File: src/rtl/memaccess.sv
// Memory-access pipeline stage: forwards execute results to writeback and performs
// one data-memory load or store per instruction, with an alignment check and an ack timeout.
module memaccess #(
  parameter int unsigned TIMEOUT = 255,
  localparam int unsigned DW = 32,
  localparam int unsigned RW = 4
) (
  input  logic          clk,
  input  logic          reset,
  input  logic          in_valid,
  input  logic [RW-1:0] rd_num,
  input  logic [DW-1:0] md,
  input  logic [DW-1:0] result,
  input  logic [DW-1:0] cpsr_in,
  input  logic          taken,
  input  logic          is_alu_op,
  input  logic          is_cmp_op,
  input  logic          is_jmp_op,
  input  logic          is_ld_op,
  input  logic          is_str_op,
  output logic          stall,
  output logic          dmem_req,
  output logic          dmem_we,
  output logic [DW-1:0] dmem_addr,
  output logic [DW-1:0] dmem_wdata,
  input  logic          dmem_ack,
  input  logic [DW-1:0] dmem_rdata,
  output logic [RW-1:0] rd_num_passthrough,
  output logic [DW-1:0] md_passthrough,
  output logic [DW-1:0] result_passthrough,
  output logic [DW-1:0] cpsr_out,
  output logic [DW-1:0] dmem_val_passthrough,
  output logic          taken_out,
  output logic          is_alu_op_passthrough,
  output logic          is_cmp_op_passthrough,
  output logic          is_jmp_op_passthrough,
  output logic          is_ld_op_passthrough,
  output logic          mem_fault
);

  localparam int unsigned CW        = 8;
  localparam int unsigned CNT_EXT_W = CW + 1;

  typedef enum logic {
    IDLE   = 1'b0,
    ACCESS = 1'b1
  } state_t;

  typedef struct packed {
    logic [RW-1:0] rd_num;
    logic [DW-1:0] md;
    logic [DW-1:0] result;
    logic [DW-1:0] cpsr;
    logic          taken;
    logic          is_ld;
    logic          is_str;
  } operand_t;

  state_t          state_q, state_d;
  logic [CW-1:0]   wait_cnt_q, wait_cnt_d;
  operand_t        op_q, op_in, wb_src;
  logic            capture;
  logic            wb_en;
  logic            wb_from_in;
  logic            wb_ld_hit;
  logic            timeout_hit;
  logic            alu_pt_d, cmp_pt_d, jmp_pt_d, fault_d;

  always_comb begin
    op_in.rd_num = rd_num;
    op_in.md     = md;
    op_in.result = result;
    op_in.cpsr   = cpsr_in;
    op_in.taken  = taken;
    op_in.is_ld  = is_ld_op;
    op_in.is_str = is_str_op;
  end

  // Next-state, writeback control and stall.
  always_comb begin
    state_d     = state_q;
    wait_cnt_d  = wait_cnt_q;
    capture     = 1'b0;
    wb_en       = 1'b0;
    wb_from_in  = 1'b0;
    wb_ld_hit   = 1'b0;
    timeout_hit = 1'b0;
    alu_pt_d    = 1'b0;
    cmp_pt_d    = 1'b0;
    jmp_pt_d    = 1'b0;
    fault_d     = 1'b0;
    stall       = 1'b0;
    case (state_q)
      IDLE: begin
        if (in_valid) begin
          capture = 1'b1;
          if (is_ld_op || is_str_op) begin
            if (result[1:0] == 2'b00) begin
              state_d    = ACCESS;
              wait_cnt_d = '0;
            end else begin
              wb_en      = 1'b1;
              wb_from_in = 1'b1;
              fault_d    = 1'b1;
            end
          end else begin
            wb_en      = 1'b1;
            wb_from_in = 1'b1;
            alu_pt_d   = is_alu_op;
            cmp_pt_d   = is_cmp_op;
            jmp_pt_d   = is_jmp_op;
          end
        end
      end
      ACCESS: begin
        // An ack in the final counted cycle wins over the timeout.
        timeout_hit = (CNT_EXT_W'(wait_cnt_q) + CNT_EXT_W'(1)) == CNT_EXT_W'(TIMEOUT);
        if (dmem_ack) begin
          state_d   = IDLE;
          wb_en     = 1'b1;
          wb_ld_hit = op_q.is_ld;
        end else if (timeout_hit) begin
          state_d = IDLE;
          wb_en   = 1'b1;
          fault_d = 1'b1;
        end else begin
          wait_cnt_d = wait_cnt_q + CW'(1);
          stall      = 1'b1;
        end
      end
      default: state_d = IDLE;
    endcase
  end

  always_comb wb_src = wb_from_in ? op_in : op_q;

  always_ff @(posedge clk) begin
    if (reset) begin
      state_q    <= IDLE;
      wait_cnt_q <= '0;
      op_q       <= '0;
    end else begin
      state_q    <= state_d;
      wait_cnt_q <= wait_cnt_d;
      if (capture) op_q <= op_in;
    end
  end

  // Writeback registers: data holds between updates, flags are one-cycle pulses.
  always_ff @(posedge clk) begin
    if (reset) begin
      rd_num_passthrough    <= '0;
      md_passthrough        <= '0;
      result_passthrough    <= '0;
      cpsr_out              <= '0;
      taken_out             <= 1'b0;
      dmem_val_passthrough  <= '0;
      is_alu_op_passthrough <= 1'b0;
      is_cmp_op_passthrough <= 1'b0;
      is_jmp_op_passthrough <= 1'b0;
      is_ld_op_passthrough  <= 1'b0;
      mem_fault             <= 1'b0;
    end else begin
      if (wb_en) begin
        rd_num_passthrough <= wb_src.rd_num;
        md_passthrough     <= wb_src.md;
        result_passthrough <= wb_src.result;
        cpsr_out           <= wb_src.cpsr;
        taken_out          <= wb_src.taken;
      end
      if (wb_ld_hit) dmem_val_passthrough <= dmem_rdata;
      is_alu_op_passthrough <= alu_pt_d;
      is_cmp_op_passthrough <= cmp_pt_d;
      is_jmp_op_passthrough <= jmp_pt_d;
      is_ld_op_passthrough  <= wb_ld_hit;
      mem_fault             <= fault_d;
    end
  end

  // Request fields come straight from the captured operands so they stay stable.
  assign dmem_req   = (state_q == ACCESS);
  assign dmem_we    = dmem_req & op_q.is_str;
  assign dmem_addr  = op_q.result;
  assign dmem_wdata = op_q.md;

endmodule

File: config.mk
export PLATFORM = sky130hd
export DESIGN_NAME = memaccess
export DESIGN_NICKNAME = d
export VERILOG_FILES = /design/src/rtl/memaccess.sv
export SDC_FILE = /design/constraint.sdc
export NUM_CORES = 1
export LEC_CHECK = 0
export BUFFER_PORTS_ARGS = -buffer_cell sky130_fd_sc_hd__buf_4
export CAP_MARGIN = 20
export CORE_MARGIN = 2
export CORE_UTILIZATION = 45
export DETAILED_ROUTE_END_ITERATION = 10
export GPL_TIMING_DRIVEN = 0
export HOLD_SLACK_MARGIN = 0.15
export PLACE_DENSITY = 0.75
export SLEW_MARGIN = 40
export SYNTH_ARGS = -nofsm -noshare
export SYNTH_HDL_FRONTEND = slang
export SYNTH_SLANG_ARGS = --single-unit
File: constraint.sdc
create_clock -name clk -period 2.3 [get_ports clk]
set_clock_uncertainty 0.1 [all_clocks]
set_input_delay 0.46 -clock clk [delete_from_list [all_inputs] [get_ports clk]]
set_output_delay 0.46 -clock clk [all_outputs]
set_load 0.1 [all_outputs]
==> results of run 1 <==
-- critical path, cell delays in order (launching register included) --
cell and delay [ns]:
dfxtp_4 0.40, ha_4 0.15, and3_4 0.21, mux2i_4 0.24, o221a_4 0.22, buf_12 0.11
nor2_4 0.04, buf_12 0.18
-- worst min path at each step --
stage | to | slack [ns] | depth (start not counted)
floorplan | op_q[0] | 0.34 | 2
finish | dmem_addr[0] | 0.18 | 3
CTS | dmem_addr[0] | 0.16 | 3
global route | dmem_addr[0] | 0.17 | 3
detailed placement | op_q[15] | 0.35 | 2
global placement | op_q[13] | 0.34 | 2
-- timing repair --
item	CTS	global route
hold endpoints to repair	236	0
hold buffers	137	0
pin swaps	1	5
buffers inserted	9	7
gates cloned	0	1
endpoints found under the setup margin	140	165
gates resized for setup	18	127
-- area by class of cell --
class                   count  area (µm²)
plain buffers             208        1236
repair buffers            499        4146
flip-flops and latches    250        5019
inverters                   3       11.26
clock buffers              38       767.0
multi-input cells         887        5324
well taps                 324       405.4
clock inverters            10       77.57
fillers                  1816        7191
-- power by group --
part	switching (mW)	internal, mW	leakage (nW)
clock network	1.76	2.42	0.421
registers	0.166	4.55	2.05
logic	2.07	0.841	4.27
-- state kept, by name, summed over array words and instances (netlist names), 8 cells and up --
name and flops:
cpsr_out 32, dmem_addr 32, dmem_val_passthrough 32, dmem_wdata 32
md_passthrough 32, op_q 39, result_passthrough 32, wait_cnt_q 8
-- layer usage --
metal,vias to the layer above,share of wire [%]
li1,5882,-
met1,6044,39
met2,706,49
met3,127,9.0
met4,0,3.3
met5,-,0
-- stage by stage --
step | TNS, ns | hold slack (ns) | setup WS (ns) | instance area, µm² | utilization [%]
2_1_floorplan | -0.07449 | 0.3365 | -0.07449 | 11080 | -
3_3_place_gp | -11.94 | 0.3419 | -0.3387 | 14070 | 58.21
3_5_place_dp | -18.58 | 0.3469 | -0.3688 | 14070 | 58.21
4_1_cts | -0.3979 | 0.1647 | -0.3383 | 16400 | 67.85
5_1_grt | -9.823 | 0.1687 | -0.4259 | 16990 | 70.26
6_report | -1.480 | 0.1759 | -0.3387 | 16990 | 70.26
-- cell usage in the layout, fill, tap and decap left out, types with 18 or more instances in the layout --
master,count
a21oi_1,141
a31oi_1,101
buf_4,423
clkbuf_1,102
clkbuf_16,28
clkbuf_2,18
dfxtp_1,245
dlygate4sd3_1,137
nand2_1,378
o2111ai_1,40
o2111ai_2,57
o211ai_1,107
-- kinds of logic (layout without fill, tap and decap cells) --
kind of cell,count (synthesis),count (layout),synth area share [%]
adder cells (fa/ha/maj),2,2,0.2266
flip-flops,250,250,45.32
multiplexers,3,3,0.3285
AO/OA/AOI/OAI,461,461,28.50
AND/OR/NAND/NOR,421,421,15.22
buffers and inverters,214,758,10.41
==> run summary, run 1 <==
GRT Overall Usage: 29.72%
Share of cells above drive strength 1: 31.35%
Top FF cell, synth: dfxtp_1
Nets: 2019
Slew Limit Fails: 0
Gpl congestion: 0.8824
Met2 usage: 50.20%
Non-Filler Instances: 2219
Post-synthesis net count: 1495
Fraction of registers with async set/reset: 0%
First-pass GRT wire length: 62490 µm
Post-Syn Area per Cell: 8.174 µm²
Hold path start: result[0]
YS warnings: 0
Hold Fails Final Rpt: 0
Top cells by area, synth: dfxtp_1 45%, nand2_1 13%, o2111ai_1 7.9%, o211ai_1 7.3%, a21oi_1 6.4%
TritonCTS clock tree: built
RSZ-0062 raised after global routing: true
WS Path Type: reg -> out
Wire per inst: 18.73 µm
Peak supply drop: 0.4568 mV
Total Wirelength: 41560 µm
Final ANT Viol Nets: 0
Cell row count: 57
# IOs: 347
Clock buffer count from CTS: 26
Headroom to the max-slew limit: 48.43%
Most numerous cell in the Yosys netlist: nand2_1
Final Worst Setup Slack: -0.3387 ns
Post-synth EDFFs: 0
Worst path required time: 1.74 ns
Final worst-path cycle share: 114.7%
Critical path startpoint category: register
Slew @ Worst Pin: 0.7736 ns
Synthesis-stage register bit count: 250
DR pass1 iterations: 5
Crit path to: stall
Min-Delay Path Class: in -> reg
Initial antenna violation count: 0
Critical Path Fanout Max: 4
Die area: 25810 µm²
Status: finished, violations left
Worst-path clk slew: 0.06 ns
Layout area overhead: 53.82%
Ant diodes: 0
RR Startpoint: wait_cnt_q[0]
Worst R2R Setup Slack: -0.06 ns
Initial core utilization: 45.68%
Synth Instances: 1351
Mapped Area: 11040 µm²
Clock Latency Late Sink: 0.53 ns
Die span in y: 160.7 µm
Clock buffer depth: 3
Placed instance count: 2020
Failing checks: setup timing
H-tree level count: 1
DR vias/cell: 5.750
Top post-synthesis cells by count: 379 x nand2_1, 250 x dfxtp_1, 141 x a21oi_1
Min Tclk post-route: 2.639 ns
GR Util met1: 37.41%
LEAKAGE: 6.744 nW
Worst setup startpoint: wait_cnt_q[0]
DR DRC count: 0
RR Endpoint: md_passthrough[23]
Cell variety after synth: 43
GR peak layer: met2
Via count: 12760
Reg2Reg Depth: 10
Fmax: 379.0 MHz
Vias in the first global route: 11760
WP data arrival: 2.08 ns
Top-area cell type share of the netlist area: 45.32%
Area leader, netlist: dfxtp_1
CTS root buf: clkbuf_16
Largest net degree at the start of global routing: 20
Clock sink total: 250
Pwr dens: 695.0 nW/µm²
# setup viols final: 57
# port buffers: 345
Grt ovf: 0
DIE WIDTH: 160.7 µm
DP HPWL: 26770 µm
Met3 Use GR: 6.663%
Critical path endpoint category: output port
Total core area: 24180 µm²
Design Power: 11.81 mW
MaxCap Viol Count: 0
Post-synthesis sequential area ratio: 45.32%
DRT iter0 DRCs: 1118
(Power assumes the default switching activity.)
==> run 2, diff against run 1 <==
--- a/config.mk
+++ b/config.mk
@@ -8,11 +8,11 @@
 export BUFFER_PORTS_ARGS = -buffer_cell sky130_fd_sc_hd__buf_4
 export CAP_MARGIN = 20
 export CORE_MARGIN = 2
-export CORE_UTILIZATION = 45
+export CORE_UTILIZATION = 46
 export DETAILED_ROUTE_END_ITERATION = 10
 export GPL_TIMING_DRIVEN = 0
 export HOLD_SLACK_MARGIN = 0.15
-export PLACE_DENSITY = 0.75
+export PLACE_DENSITY = 0.83
 export SLEW_MARGIN = 40
 export SYNTH_ARGS = -nofsm -noshare
 export SYNTH_HDL_FRONTEND = slang
==> run 2 against run 1 <==
Net effect:
- the run still ends with setup timing left
- critical path depth is 1 higher
- critical path type unchanged
- sequential cell count stayed put
- largest cell class is now multi-input combinational cells
- global-route usage is 2.3 points higher
- fmax is 4.1% lower
- setup slack worse by 0.11 ns
- combinational power is 2% higher
- cell count is 0.32% lower
- clock power is 3% higher
- first-iteration DRC count is 17% higher
- count of clock-buffer cells in the layout is 1 lower
- non-clock buffer count is 2 lower
- hold slack better by 0.0057 ns
==> run summary, run 2 (synthesis gave the netlist of run 1 again) <==
Status: finished, violations left
Failing checks: setup timing
Slew Limit Fails: 0
Clock sink total: 250
Total Wirelength: 45270 µm
RSZ-0062 raised after global routing: true
Critical path endpoint category: output port
Peak supply drop: 0.5581 mV
# setup viols final: 54
Share of cells above drive strength 1: 32.82%
Die span in y: 158.9 µm
RR Startpoint: wait_cnt_q[0]
Via count: 13130
Final TNS setup: -2.382 ns
CP peak stage delay: 0.40 ns
Critical Path Fanout Max: 5
Commonest non-fill, non-tap cells in the layout: 424 x buf_4, 378 x nand2_1, 245 x dfxtp_1
Clock buffer depth: 3
Worst path required time: 1.74 ns
Largest net degree at the start of global routing: 20
Non-Filler Instances: 2212
Pre-CTS WS: -0.4421 ns
H-tree level count: 1
# IOs: 347
LEAKAGE: 6.764 nW
Clock Latency Late Sink: 0.53 ns
Cell row count: 56
Min Tclk post-route: 2.750 ns
Layout area overhead: 55.20%
Clock network fraction of total power: 35.8%
Initial antenna violation count: 1
Critical Path Most Common Cell: buf_12
Grt ovf: 0
Final worst-path cycle share: 119.6%
DR DRC count: 0
Reg power frac: 39.5%
Design Power: 11.97 mW
Hold WS: 0.1816 ns
Biggest register: op_q
First-pass GRT wire length: 66810 µm
TritonCTS clock tree: built
Final Worst Setup Slack: -0.4502 ns
Gate power share: 24.7%
CTS root buf: clkbuf_16
Nets: 2018
Worst-path clk slew: 0.06 ns
Fmax: 363.6 MHz
Min-Delay Path Class: in -> reg
Largest register FFs: 39
DP HPWL: 26950 µm
Initial core utilization: 46.91%
DIE WIDTH: 158.9 µm
Commonest non-fill, non-tap cell in the layout: buf_4
Hold Fails Final Rpt: 0
WP data arrival: 2.19 ns
Gpl congestion: 0.9046
Die area: 25260 µm²
Wire per inst: 20.47 µm
Worst R2R Setup Slack: -0.13 ns
Vias in the first global route: 12570
WS Path Type: reg -> out
Clock buffer count from CTS: 27
Headroom to the max-slew limit: 43.19%
Critical path startpoint category: register
Worst setup startpoint: wait_cnt_q[0]
Final ANT Viol Nets: 0
DR pass1 iterations: 9
# port buffers: 345
Internal: 7.871 mW
GRT Overall Usage: 32.04%
Pwr dens: 698.6 nW/µm²
Switching Fraction: 34.27%
Critical-path top delay cell: dfxtp_4
Slew @ Worst Pin: 0.8522 ns
MaxCap Viol Count: 0
DRT iter0 DRCs: 1303
Hold path start: result[1]
Total core area: 23540 µm²
DR vias/cell: 5.934
Placed instance count: 2015
Psw: 4.103 mW
Critical-path cell list: ha_4, and3_4, mux2i_4, o221a_4, buf_12, buf_12, nor2_4, buf_12
## run 2: cell count changes in the layout (fill, tap and decap cells not counted), sizes merged
| cell | delta |
|---|---|
| clkinv | -1 |
| clkbuf | -7 |
| dlygate4sd3 | -1 |
| clkinvlp | -1 |
| bufinv | +1 |
| diode | +1 |
| inv | +1 |
| buf | +5 |
## run 2: worst paths after layout
path                       end  depth (start not counted)
max                      stall                          8
min               dmem_addr[1]                          3
max reg2reg  md_passthrough[3]                         10
min reg2reg          op_q[101]                          2
## run 2: worst max-delay path: cells and delay by family (launching register included)
kind | cells | cell delay, ns
buffers and inverters | 3 | 0.38
and+or+nand+nor | 2 | 0.24
AOI/OAI and AO/OA | 1 | 0.23
DFF | 1 | 0.40
muxes | 1 | 0.24
adders and majority gates | 1 | 0.16
## run 2: final cells by class
class                      count  area [µm²]
clock inverter                10       105.1
clock buffer                  37       743.2
fill                        1632        6404
buffer                       207        1261
inverter                       3       11.26
timing repair buffer         498        4118
antenna                        1       2.502
sequential                   250        5019
tap                          319       399.1
multi-input combinational    887        5480
## run 2: layer usage
| metal | track usage (%) | up-vias | share of wire, % | routed length (µm) |
|---|---|---|---|---|
| met5 | 0 | - | 0 | 0 |
| met4 | 12.93 | 0 | 5.1 | 2325 |
| met3 | 7.268 | 185 | 10 | 4510 |
| met2 | 55.54 | 912 | 49 | 21970 |
| met1 | 38.56 | 6159 | 36 | 16470 |
| li1 | - | 5871 | - | - |
## run 2: power by group through the flow
stage,Sequential [mW],Combinational [mW],Clock (mW)
floorplan,5.57,1.10,0
global route,4.74,3.07,4.48
finish,4.73,2.96,4.29
detailed placement,4.79,2.63,0
CTS,4.70,2.83,4.26
global placement,4.79,2.60,0
## run 2: what timing repair did
action	4_1_cts	5_1_grt
hold endpoints to repair	235	0
resized for setup	30	150
pin swaps	3	18
buffers inserted	9	8
endpoints found under the setup margin	168	129
hold buffers	136	0
## run 2: stage by stage
stage | utilization (%) | instance area [µm²]
2_1_floorplan | - | 11080
5_1_grt | 72.80 | 17140
3_5_place_dp | 59.75 | 14070
3_3_place_gp | 59.75 | 14070
6_report | 72.80 | 17140
4_1_cts | 69.82 | 16440
==> run 3, diff against run 2 <==
--- a/config.mk
+++ b/config.mk
@@ -12,7 +12,7 @@
 export DETAILED_ROUTE_END_ITERATION = 10
 export GPL_TIMING_DRIVEN = 0
 export HOLD_SLACK_MARGIN = 0.15
-export PLACE_DENSITY = 0.83
+export PLACE_DENSITY = 0.76
 export SLEW_MARGIN = 40
 export SYNTH_ARGS = -nofsm -noshare
 export SYNTH_HDL_FRONTEND = slang
==> run 3 against run 2 <==
Net effect:
- the run still ends with setup timing left
- sequential cell count stayed put
- setup slack better by 0.017 ns
- critical endpoint unchanged
- clock power is 3% lower
- die area stayed put
- sequential share of layout area is 0.48 points higher
- hold slack better by 0.075 ns
- highest routed layer unchanged
==> run summary, run 3 (synthesis gave the netlist of run 1 again) <==
Failing checks: setup timing
WP data arrival: 2.17 ns
Gpl congestion: 0.8691
Initial antenna violation count: 0
Multi-input gate area: 5259 µm²
Layout area overhead: 52.72%
CP peak stage delay: 0.39 ns
Register area: 5020 µm²
Total Wirelength: 42560 µm
Largest register FFs: 39
Worst-path clk slew: 0.06 ns
Share of cells above drive strength 1: 30.81%
# port buffers: 345
Hold Fails Final Rpt: 0
Pre-CTS WS: -0.3488 ns
Commonest non-fill, non-tap cells in the layout: 424 x buf_4, 378 x nand2_1, 244 x dfxtp_1
DR pass1 iterations: 5
Clock sink total: 250
RSZ-0062 raised after global routing: true
Min Tclk post-route: 2.733 ns
Worst R2R Setup Slack: -0.07 ns
DP HPWL: 27620 µm
Via count: 12620
Peak supply drop: 0.5414 mV
Pwr dens: 698.7 nW/µm²
Critical path endpoint category: output port
Die span in y: 158.9 µm
Biggest register: op_q
Filler Cell Count: 1784
# IOs: 347
Design Power: 11.78 mW
Grt ovf: 0
Critical Path Fanout Max: 5
Cell row count: 56
Clock buffer count from CTS: 27
Final ANT Viol Nets: 0
RR Endpoint: md_passthrough[2]
Slew Limit Fails: 0
Nets: 2017
GRT Overall Usage: 31.03%
Ant diodes: 0
Initial core utilization: 46.91%
Total core area: 23540 µm²
Reg2Reg Depth: 10
Hold path start: reset
Largest net degree at the start of global routing: 20
CTS root buf: clkbuf_16
Critical Path Most Common Cell: buf_12
# setup viols final: 14
H-tree level count: 1
TritonCTS clock tree: built
Clock buffer depth: 3
DIE WIDTH: 158.9 µm
Critical-path top delay cell: dfxtp_4
Fmax: 365.9 MHz
Min-Delay Path Class: in -> reg
Slew @ Worst Pin: 0.8075 ns
Critical path startpoint category: register
Final Worst Setup Slack: -0.4330 ns
Commonest non-fill, non-tap cell in the layout: buf_4
Hold Crit Depth: 3
WS Path Type: reg -> out
Final worst-path cycle share: 118.8%
WHS Endpoint: result_passthrough[0]
Final TNS setup: -0.5884 ns
DR vias/cell: 5.707
Wire per inst: 19.25 µm
Die area: 25260 µm²
First-pass GRT wire length: 64400 µm
LEAKAGE: 6.712 nW
DRT iter0 DRCs: 1028
DR DRC count: 0
Clock Latency Late Sink: 0.54 ns
Status: finished, violations left
Critical-path cell list: ha_4, and3_4, mux2i_4, o221a_4, buf_12, buf_12, nor2_4, buf_12
Vias in the first global route: 12120
MaxCap Viol Count: 0
Headroom to the max-slew limit: 46.16%
Worst path required time: 1.74 ns
RR Startpoint: wait_cnt_q[1]
-- run 3: cell count changes in the layout (fill, tap and decap cells not counted), moves of 2 or more --
cell / previous run / this run
a31oi_1: 99 / 101
a31oi_2: 2 / 0
buf_2: 6 / 4
buf_6: 17 / 11
clkbuf_1: 98 / 101
clkbuf_2: 19 / 23
dlygate4sd3_1: 136 / 138
o2111ai_1: 17 / 49
o2111ai_2: 80 / 49
-- run 3: where the power goes --
part           total, mW  switching (mW)  internal, mW
clock               4.16            1.76          2.40
combinational       2.91            2.07         0.840
sequential          4.72           0.167          4.55
-- run 3: cell type report --
class,instances,share of cell area (%)
timing repair buffer,495,24.22
sequential,250,29.76
tap,319,2.367
buffer,209,7.493
inverter,3,0.06677
clock inverter,6,0.3264
clock buffer,42,4.577
multi-input combinational,887,31.18
-- run 3: stage by stage --
stage	cell area (µm²)	util, %	std cells	hold slack, ns
6_report	16860	71.64	2211	0.2570
5_1_grt	16860	71.64	2211	0.3028
4_1_cts	16410	69.71	2207	0.2450
3_5_place_dp	14070	59.75	2015	0.3468
3_3_place_gp	14070	59.75	2015	0.3417
2_1_floorplan	11080	-	1351	0.3365
-- run 3: how the worst max path moves through the flow --
stage,start,endpoint,cells after the start
2_1_floorplan,wait_cnt_q[2],stall,6
3_3_place_gp,wait_cnt_q[0],stall,8
3_5_place_dp,dmem_req,dmem_we,5
4_1_cts,wait_cnt_q[1],stall,8
5_1_grt,wait_cnt_q[0],stall,8
6_report,wait_cnt_q[1],stall,8
-- run 3: per-layer routing --
| metal | GRT usage [%] | part of all wire (%) |
|---|---|---|
| met1 | 37.87 | 38 |
| met2 | 53.12 | 49 |
| met3 | 7.346 | 9.3 |
| met4 | 12.19 | 3.8 |
| met5 | 0 | 0 |
-- run 3: critical path, delay by kind of cell (launching register included) --
family                     cells  cell delay (ns)
DFF                            1             0.39
and+or+nand+nor                2             0.24
buffers and inverters          3             0.38
AOI/OAI and AO/OA              1             0.22
adders and majority gates      1             0.16
muxes                          1             0.24
-- run 3: timing repair --
action,4_1_cts,5_1_grt
pin swaps,2,5
endpoints found under the hold margin,237,0
hold buffers,138,0
setup buffers,7,5
gates resized for setup,25,121
setup endpoints to repair,135,153
gates cloned,0,0
